`config.mk`:
```
export PLATFORM = sky130hd
export DESIGN_NAME = hazard_sequencer
export DESIGN_NICKNAME = d
export VERILOG_FILES = /design/src/rtl/hazard_sequencer.sv
export SDC_FILE = /design/constraint.sdc
export NUM_CORES = 1
export LEC_CHECK = 0
export BUFFER_PORTS_ARGS = -buffer_cell sky130_fd_sc_hd__buf_4
export CAP_MARGIN = 30
export CORE_MARGIN = 3
export CORE_UTILIZATION = 43
export DETAILED_ROUTE_END_ITERATION = 7
export GPL_ROUTABILITY_DRIVEN = 0
export PLACE_DENSITY = 0.68
export REMOVE_ABC_BUFFERS = 1
export SETUP_SLACK_MARGIN = 0.5
export SYNTH_ARGS = -nofsm -noshare
export SYNTH_HDL_FRONTEND = slang
export SYNTH_SLANG_ARGS = --single-unit
```
`constraint.sdc`:
```
create_clock -name clk -period 2.97 [get_ports clk]
set_input_delay 0.297 -clock clk [delete_from_list [all_inputs] [get_ports clk]]
set_output_delay 0.297 -clock clk [all_outputs]
set_load 0.03 [all_outputs]
```
`src/rtl/hazard_sequencer.sv`:
```
// hazard_sequencer: merges load-use, branch redirect, mul/div occupancy and
// syscall halt requests into per-stage freeze/bubble/flush controls for the
// 5-stage pipeline, and keeps saturating stall and flush counters.
module hazard_sequencer #(
    parameter int MD_CYCLES = 4
) (
    input  logic        clk,
    input  logic        rst,
    input  logic        MemRead_id_ex,
    input  logic        RegWrite_id_ex,
    input  logic [4:0]  regfile_write_num_id_ex,
    input  logic [4:0]  regfile_read_num1_id,
    input  logic [4:0]  regfile_read_num2_id,
    input  logic        branch_taken_ex,
    input  logic        md_start,
    input  logic        halt_req,
    input  logic        resume,
    input  logic        counter_clear,
    output logic        freeze_pc,
    output logic        freeze_if_id,
    output logic        freeze_id_ex,
    output logic        flush_if_id,
    output logic        bubble_id_ex,
    output logic        bubble_ex_mem,
    output logic        md_result_valid,
    output logic        halted,
    output logic [31:0] stall_cycles,
    output logic [31:0] flush_count
);

    typedef enum logic [1:0] {
        RUN     = 2'd0,
        MD_WAIT = 2'd1,
        HALT    = 2'd2
    } state_t;

    // md_start itself is the first frozen cycle, so MD_WAIT only needs
    // MD_CYCLES-1 further frozen cycles before the result cycle.
    localparam logic [7:0]  MD_LOAD = 8'(MD_CYCLES - 1);
    localparam logic [31:0] CNT_MAX = 32'hFFFF_FFFF;

    state_t      state_reg;
    state_t      state_next;
    logic [7:0]  md_cnt_reg;
    logic [7:0]  md_cnt_next;
    logic        halt_pending_reg;
    logic        halt_pending_next;
    logic [31:0] stall_cycles_reg;
    logic [31:0] flush_count_reg;
    logic        load_use;

    // A load in EX whose destination feeds the instruction in ID; r0 never hazards.
    assign load_use = MemRead_id_ex & RegWrite_id_ex &
                      (regfile_write_num_id_ex != 5'd0) &
                      ((regfile_write_num_id_ex == regfile_read_num1_id) |
                       (regfile_write_num_id_ex == regfile_read_num2_id));

    // Mealy control outputs and next-state selection, forced quiet during reset.
    always_comb begin
        freeze_pc         = 1'b0;
        freeze_if_id      = 1'b0;
        freeze_id_ex      = 1'b0;
        flush_if_id       = 1'b0;
        bubble_id_ex      = 1'b0;
        bubble_ex_mem     = 1'b0;
        md_result_valid   = 1'b0;
        halted            = 1'b0;
        state_next        = state_reg;
        md_cnt_next       = md_cnt_reg;
        halt_pending_next = halt_pending_reg;

        case (state_reg)
            RUN: begin
                if (halt_req) begin
                    freeze_pc    = 1'b1;
                    freeze_if_id = 1'b1;
                    bubble_id_ex = 1'b1;
                    state_next   = HALT;
                end else if (md_start) begin
                    freeze_pc     = 1'b1;
                    freeze_if_id  = 1'b1;
                    freeze_id_ex  = 1'b1;
                    bubble_ex_mem = 1'b1;
                    md_cnt_next   = MD_LOAD;
                    state_next    = MD_WAIT;
                end else if (branch_taken_ex) begin
                    // Flushing IF/ID also discards any load-use consumer in ID.
                    flush_if_id  = 1'b1;
                    bubble_id_ex = 1'b1;
                end else if (load_use) begin
                    freeze_pc    = 1'b1;
                    freeze_if_id = 1'b1;
                    bubble_id_ex = 1'b1;
                end
            end
            MD_WAIT: begin
                if (md_cnt_reg != 8'd0) begin
                    freeze_pc     = 1'b1;
                    freeze_if_id  = 1'b1;
                    freeze_id_ex  = 1'b1;
                    bubble_ex_mem = 1'b1;
                    md_cnt_next   = md_cnt_reg - 8'd1;
                    if (halt_req) begin
                        halt_pending_next = 1'b1;
                    end
                end else begin
                    // Result cycle: a halt seen anywhere in MD_WAIT (including now)
                    // is taken once the result has been latched.
                    md_result_valid   = 1'b1;
                    state_next        = (halt_pending_reg | halt_req) ? HALT : RUN;
                    halt_pending_next = 1'b0;
                end
            end
            HALT: begin
                freeze_pc    = 1'b1;
                freeze_if_id = 1'b1;
                bubble_id_ex = 1'b1;
                halted       = 1'b1;
                if (resume) begin
                    state_next = RUN;
                end
            end
            default: begin
                state_next = RUN;
            end
        endcase

        if (rst) begin
            freeze_pc       = 1'b0;
            freeze_if_id    = 1'b0;
            freeze_id_ex    = 1'b0;
            flush_if_id     = 1'b0;
            bubble_id_ex    = 1'b0;
            bubble_ex_mem   = 1'b0;
            md_result_valid = 1'b0;
            halted          = 1'b0;
        end
    end

    // Sequencer state, mul/div countdown and deferred halt flag.
    always_ff @(posedge clk or posedge rst) begin
        if (rst) begin
            state_reg        <= RUN;
            md_cnt_reg       <= 8'd0;
            halt_pending_reg <= 1'b0;
        end else begin
            state_reg        <= state_next;
            md_cnt_reg       <= md_cnt_next;
            halt_pending_reg <= halt_pending_next;
        end
    end

    // Saturating stall counter; clear takes precedence over an increment.
    always_ff @(posedge clk or posedge rst) begin
        if (rst) begin
            stall_cycles_reg <= 32'd0;
        end else if (counter_clear) begin
            stall_cycles_reg <= 32'd0;
        end else if (freeze_pc && (stall_cycles_reg != CNT_MAX)) begin
            stall_cycles_reg <= stall_cycles_reg + 32'd1;
        end
    end

    // Saturating flush counter; clear takes precedence over an increment.
    always_ff @(posedge clk or posedge rst) begin
        if (rst) begin
            flush_count_reg <= 32'd0;
        end else if (counter_clear) begin
            flush_count_reg <= 32'd0;
        end else if (flush_if_id && (flush_count_reg != CNT_MAX)) begin
            flush_count_reg <= flush_count_reg + 32'd1;
        end
    end

    assign stall_cycles = stall_cycles_reg;
    assign flush_count  = flush_count_reg;

endmodule

```
==> impl_results.md, run 1 <==
- Max Clk Rate: 404 MHz
- Worst-path clk slew: 0.08 ns
- Placed insts: around 700
- Hold Vio Cnt, Final: 0
- Gr usage total: roughly 21%
- # rows: 36
- Max-capacitance violation count: 0
- Via Count: approximately 4200
- Synth async-reset ratio: between 90% and 100%
- Total CTS buffers: 9
- Synth Area in Compound Gates: about an eighth
- Cell taking the most area after synthesis: dfrtp_1
- Yosys reg bits: 75
- Syn avg cell area: a little over 9 um^2
- Mux cell area share after synthesis: 0.518%
- Clock Sinks: 75
- Antenna cells: 0
- Critical path required time: 2.67 ns
- Peak supply drop: between 0.4 and 0.5 mV
- Adder-cell share of the synthesized area: less than 1%
- CP Launch Type: flop
- IO Port Bufs: 95
- Worst R2R Start: md_cnt_reg[0]
- HP Class: in2async
- Post-synthesis xor/xnor area fraction: between 8 and 9%
- DR vias/cell: between 5 and 6
- Max clock buf depth: 2
- DRC Markers: 0
- Worst Path Max Fanout: 3
- Final setup fails: 0
- Largest net degree at the start of global routing: 67
- Die area: 11400 um^2
- CTS tree: built
- Post-synthesis sequential area ratio: 43.1%
- Final hold slack: 0.0246 ns
- Ys flop type: dfrtp_1
- Routed WL: around 12 mm
- Slew margin rel.: ~52%
- Core footprint: between 9000 and 10000 um^2
- Starting Density: between 40% and 50%
- Top cells by area, synth: dfrtp_1, a21oi_1, xor2_1, nand3_1, xnor2_1
- Netlist cell types: 47
- DR iter-0 viols: 260
- Largest family of logic cells by synthesized area: simple AND/OR/NAND/NOR gates
- PD cells: around 470 nW/um^2
- Pleak: between 2 and 2.5 nW
- IO Pins: between 90 and 100
- Synthesis-to-layout area growth: 29.7%
- H-tree depth: 3
- Measured slew at the worst slew-check pin: between 0.7 and 0.8 ns
- Clock root buffer: clkbuf_8
- Post-Syn Area: between 4000 and 5000 um^2
- RSZ-0062 raised after global routing: yes
- Setup crit end kind: primary output
- Share of cells above drive strength 1: 28.1%
- EDFF count, synth: 0
- Non-Filler Instances: 714
- Reg2Reg Setup Slack: about 0.62 ns
- Cell Area, Placed: 5180 um^2
- Routed Antenna Nets: 0
- Final slew viol count: 0
- R2R Path End: stall_cycles[9]
- Nets: approximately 600
- Period minus WS final: 2.47 ns
- Outcome: complete, no violations
- Vias in the first global route: slightly above 4000
- Post-Syn Instances: 475
- Post-synthesis simple-gate area fraction: between 30% and 40%
- Hold Buf Count CTS: 0
- Setup Crit Path Kind: reg2out
- Global-route wire length before repair: ~20 mm
- Gr ovfl total: 0
- Skew final: about 0.017 ns
- Antenna violations before repair: 0
- Fin area: ~5600 um^2
- Average wire per standard cell: between 15 and 20 um
- FILL cells: approximately 900
- Post-DP HPWL: around 7.7 mm
- Critical Path AT: approximately 2.2 ns
- Depth of the most critical reg-to-reg path: 10
- Post-synth top area share: 43.1%
- Die X: 107 um
- Power consumption: 2.67 mW
- First-pass DRT Iterations: 5
- Crit share post-route: 83.3%
- Clock Latency Late Sink: 0.35 ns
- Synth Warn #: 0
- Chip Height: 107 um
-- layout by cell type, fill, tap and decap left out, types with 11 or more instances in the layout --
cell / n
buf_4: 111
dfrtp_1: 71
nor2_1: 45
a21oi_1: 41
nand3_1: 34
nand4_1: 27
nand2_1: 25
or4_1: 22
o31ai_1: 21
xor2_1: 21
xnor2_1: 20
or3_1: 15
o21ai_0: 14
and3_1: 12
and4_1: 11
clkbuf_8: 11
-- per-stage QoR --
stage          setup TNS, ns  worst slack (ns)  util (%)
2_1_floorplan         -22.92            -0.848         -
3_3_place_gp               0             0.515      52.5
3_5_place_dp               0             0.455      52.8
4_1_cts                    0             0.463      56.4
5_1_grt                    0             0.379      57.5
6_report                   0             0.495      57.5
-- how the worst max path moves through the flow --
| stage | startpoint | end | slack, ns | cells past startpoint |
|---|---|---|---|---|
| 2_1_floorplan | rst | stall_cycles[28] | -0.85 | 4 |
| 3_3_place_gp | flush_count[16] | flush_count[8] | 0.52 | 6 |
| 3_5_place_dp | flush_count[16] | flush_count[10] | 0.45 | 6 |
| 4_1_cts | state_reg[0] | stall_cycles[20] | 0.46 | 9 |
| 5_1_grt | md_cnt_reg[0] | freeze_if_id | 0.38 | 9 |
| 6_report | md_cnt_reg[0] | freeze_if_id | 0.50 | 9 |
-- kinds of logic after synthesis --
family                     Yosys count
AOI/OAI and AO/OA                   89
xor gates and xnor gates            41
adders and majority gates            3
buffers and inverters               37
DFF                                 75
muxes                                2
and+or+nand+nor                    228
-- final cells by class --
cell class | count | area [um^2] | area share [%]
Tap cell | 133 | 166 | 2.95
Sequential cell | 75 | 1880 | 33.4
Clock buffer | 12 | 155 | 2.75
Timing Repair Buffer | 117 | 958 | 17.0
Clock inverter | 4 | 72.6 | 1.29
Inverter | 9 | 36.3 | 0.643
Multi-Input combinational cell | 364 | 2370 | 42.0
-- synthesized netlist by cell type, types with 5 or more instances --
library cell,count
nand3_1,35
and2_1,5
dfrtp_1,75
or3_1,16
inv_1,9
xor2_1,21
or4_1,23
nor4_1,7
and4_1,12
o21ai_0,14
buf_4,5
nor2_1,45
nor3_1,7
a21oi_1,41
and3_1,12
nand4_1,27
o31ai_1,21
clkbuf_1,16
nand2_1,25
xnor2_1,20
-- worst max-delay path: stages (launching register included) --
cell and delay [ns]:
dfrtp_1 0.40, inv_2 0.09, ha_4 0.12, or3b_4 0.40, o31ai_4 0.21, o21ai_2 0.09
a22oi_2 0.20, buf_12 0.15, inv_4 0.03, buf_6 0.12
-- metal layers --
layer | vias up | share of wire (%) | GRT usage (%)
li1 | 1977 | - | -
met2 | 142 | 51 | 36.4
met5 | - | 0 | 0
met3 | 18 | 5.2 | 3.19
met1 | 2091 | 42 | 27.9
met4 | 0 | 1.5 | 7.67
-- power breakdown --
| part | total, mW | internal [mW] | switching, mW | leakage [nW] |
|---|---|---|---|---|
| sequential | 1.12 | 1.06 | 0.0597 | 1.02 |
| clock | 0.907 | 0.519 | 0.388 | 0.113 |
| combinational | 0.646 | 0.279 | 0.366 | 1.22 |
-- repair_timing --
item	in CTS	in global routing
pin swaps	3	3
gates resized for setup	11	17
gates cloned	2	1
buffers inserted	5	6
setup endpoints to repair	17	58
Note: power is estimated with default switching activity, not from simulation.
==> run 2, diff against run 1 <==
--- a/config.mk
+++ b/config.mk
@@ -5,13 +5,13 @@
 export SDC_FILE = /design/constraint.sdc
 export NUM_CORES = 1
 export LEC_CHECK = 0
+export ABC_AREA = 1
 export BUFFER_PORTS_ARGS = -buffer_cell sky130_fd_sc_hd__buf_4
 export CAP_MARGIN = 30
 export CORE_MARGIN = 3
 export CORE_UTILIZATION = 43
 export DETAILED_ROUTE_END_ITERATION = 7
 export GPL_ROUTABILITY_DRIVEN = 0
-export PLACE_DENSITY = 0.68
 export REMOVE_ABC_BUFFERS = 1
 export SETUP_SLACK_MARGIN = 0.5
 export SYNTH_ARGS = -nofsm -noshare
==> constraint.sdc (replaced) <==
create_clock -name clk -period 2.5 [get_ports clk]
set_input_delay 0.25 -clock clk [delete_from_list [all_inputs] [get_ports clk]]
set_output_delay 0.25 -clock clk [all_outputs]
set_load 0.03 [all_outputs]
==> run 2 against run 1 <==
  * Combinational power increased by 110%
  * Sequential share of layout area decreased by 6.1 points
  * Synthesized cell count increased by 63%
  * Flip-flop and latch count unchanged
  * Register-to-register slack got worse by 0.26 ns
  * Die area increased by 19%
  * Clock power increased by 59%
  * Wire length increased by 36%
  * Area after synthesis increased by 21%
  * Critical endpoint is now freeze_pc
  * Largest power group is now the clock network
==> impl_results.md, run 2 <==
- Outcome: complete, no violations
- Synthesis-to-layout area growth: 31.7%
- Final setup fails: 0 (unchanged)
- Pleak: 3.37 nW (+43%)
- Most frequent cells in the layout: nand2_1, buf_4, inv_1
- Clock root buffer: clkbuf_16
- Chip Height: 116 um (+9.3%)
- Measured slew at the worst slew-check pin: 0.607 ns (-0.111 ns)
- HP Class: in2reg
- PD cells: 603 nW/um^2 (+27%)
- Gr usage total: 23.9% (+2.5 points)
- Largest net degree at the start of global routing: 76 (+13%)
- Depth of the most critical reg-to-reg path: 17 (+7)
- # rows: 39 (+8.3%)
- Final slew viol count: 0 (unchanged)
- Top-count cell post-synth: nand2_1
- Antenna violations before repair: 0 (unchanged)
- Slowest cell on crit path: dfrtp_1
- Vias in the first global route: 5342 (+30%)
- Setup Crit Path Kind: reg2out
- H-tree depth: 3 (unchanged)
- Hold Vio Cnt, Final: 0 (unchanged)
- IO Port Bufs: 95 (unchanged)
- Starting Density: 45.0% (+0.69 points)
- Post-Syn Instances: 773 (+63%)
- IO Pins: 96 (unchanged)
- Ys flop type: dfrtp_1
- Critical path required time: 2.25 ns (-0.42 ns)
- Slew margin rel.: 59.6% (+7.4 points)
- Top cells by area, synth: dfrtp_1, nand2_1, inv_1, nor2_1, nand4_1
- DR iter-0 viols: 515 (+98%)
- Power consumption: 4.17 mW (+56%)
- Synth async-reset ratio: 100% (unchanged)
- Synth Warn #: 0 (unchanged)
- Nets: 919 (+52%)
- CTS tree: built
- Post-synth top area share: 35.8% (-7.4 points)
- CP Launch Type: flop
- Via Count: 5606 (+33%)
- Worst Hold Depth: 2
- Worst-path clk slew: 0.06 ns (-0.02 ns)
- Max clock buf depth: 2 (unchanged)
- Post-DP HPWL: 11.2 mm (+46%)
- Dpl ws: 0.215 ns (-0.240 ns)
- Total CTS buffers: 9 (unchanged)
- Final hold slack: 0.101 ns (+0.0763 ns)
- Routed WL: 16.3 mm (+36%)
- Setup crit end kind: primary output
- Core footprint: 11700 um^2 (+19%)
- EDFF count, synth: 0 (unchanged)
- Final worst-path setup slack: 0.346 ns (-0.149 ns)
- Fin area: 6910 um^2 (+22%)
- Worst Path Max Fanout: 3 (unchanged)
- Worst path max stage delay: 0.38 ns (-0.02 ns)
- Die area: 13600 um^2 (+19%)
- Global-route wire length before repair: 25.9 mm (+29%)
- Crit share post-route: between 80 and 90%
- CP cell instances: inv_2, ha_4, nand3_4, nor2_4, nand4_1, nand2_2, inv_2, nand2_2, nand2_2, buf_8, buf_6
- Syn avg cell area: 6.79 um^2 (-26%)
- Antenna cells: 0 (unchanged)
- First-pass DRT Iterations: 5 (unchanged)
- Average wire per standard cell: 15.7 um (-6.6%)
- Routed Antenna Nets: 0 (unchanged)
- Cell Area, Placed: 6040 um^2 (+17%)
- DR vias/cell: 5.39 (-9.0%)
- Peak supply drop: 0.272 mV (-34%)
- DRC Markers: 0 (unchanged)
- Share of cells above drive strength 1: 22.1% (-6.0 points)
- Yosys reg bits: 75 (unchanged)
- Netlist cell types: 35 (-26%)
- Gr ovfl total: 0 (unchanged)
- RSZ-0062 raised after global routing: yes
- Die X: 116 um (+9.3%)
- Skew final: 0.00895 ns (-0.00792 ns)
- Worst path most repeated cell: nand2_2
- Clock Sinks: 75 (unchanged)
- Cell taking the most area after synthesis: dfrtp_1
- Critical Path AT: 1.90 ns (-0.28 ns)
- Max Clk Rate: between 400 and 500 MHz
- Non-Filler Instances: 1040 (+46%)
- Top post-synthesis cells by count: nand2_1, inv_1, nor2_1
- Placed insts: 991 (+45%)
- Commonest non-fill, non-tap cell in the layout: nand2_1
- Post-Syn Area: 5250 um^2 (+21%)
- Max-capacitance violation count: 0 (unchanged)
- Period minus WS final: approximately 2.2 ns
- Clock Latency Late Sink: 0.34 ns (about the same)
- Post-synthesis sequential area ratio: 35.8% (-7.4 points)
[run 2: cell count changes after synthesis, sizes merged, moves of 23 or more]
cell and delta:
nand2 +197, inv +93, nor2 +47, a21oi -35, nand3 +29, nor3 +29, nand4 +26, or4 -23
[run 2: per-layer routing]
layer | track usage, % | up-vias | wire [um]
li1 | - | 2760 | -
met3 | 3.52 | 19 | 922
met5 | 0 | - | 0
met4 | 8.74 | 0 | 300
met1 | 30.1 | 2640 | 6900
met2 | 41.5 | 187 | 8200
[run 2: layout make-up]
class / instances / area, um^2
fillers: 1090 / 4750
multi-input cells: 569 / 2970
flip-flops and latches: 75 / 1880
repair buffers: 135 / 1150
inverters: 102 / 399
clock buffers: 10 / 239
well taps: 143 / 179
clock inverters: 6 / 87.6
[run 2: report_power, final]
group	internal (mW)	switching (mW)	total (mW)
logic	0.605	0.758	1.36
registers	1.30	0.0682	1.37
clock network	0.903	0.532	1.44
total	2.81	1.36	4.17
[run 2: worst max-delay path: cells and delay by family (launching register included)]
kind	cells	cell delay (ns)
flip-flops	1	0.38
AND/OR/NAND/NOR	6	0.63
adder cells (fa/ha/maj)	1	0.16
buffers and inverters	4	0.41
[run 2: final timing paths]
kind	from	endpoint	slack, ns
min	resume	state_reg[1]	0.10
max reg2reg	md_cnt_reg[1]	md_cnt_reg[3]	0.36
min reg2reg	halt_pending_reg	halt_pending_reg	0.50
max	md_cnt_reg[0]	freeze_pc	0.35
max in group asynchronous	rst	flush_count[24]	1.42
min in group asynchronous	rst	md_cnt_reg[1]	0.50
[run 2: kinds of logic (layout without fill, tap and decap cells)]
group	Yosys count	count (layout)	synth area share, %
simple gates	476	476	40.8
fa+ha+maj	3	3	0.715
flops	75	75	35.8
compound gates	51	51	5.94
buf+inv	129	253	10.3
xor+xnor	39	39	6.51
[run 2: repair_timing]
item	4_1_cts	5_1_grt
hold buffers	0	1
buffers inserted	19	9
endpoints found under the hold margin	0	5
gates cloned	0	3
pin swaps	6	10
gates resized for setup	32	35
setup endpoints to repair	66	70
[run 2: metrics by stage]
| step | setup TNS [ns] | util (%) |
|---|---|---|
| 3_5_place_dp | 0 | 51.8 |
| 6_report | 0 | 59.3 |
| 4_1_cts | 0 | 56.7 |
| 2_1_floorplan | -28.64 | - |
| 3_3_place_gp | 0 | 51.8 |
| 5_1_grt | 0 | 59.3 |
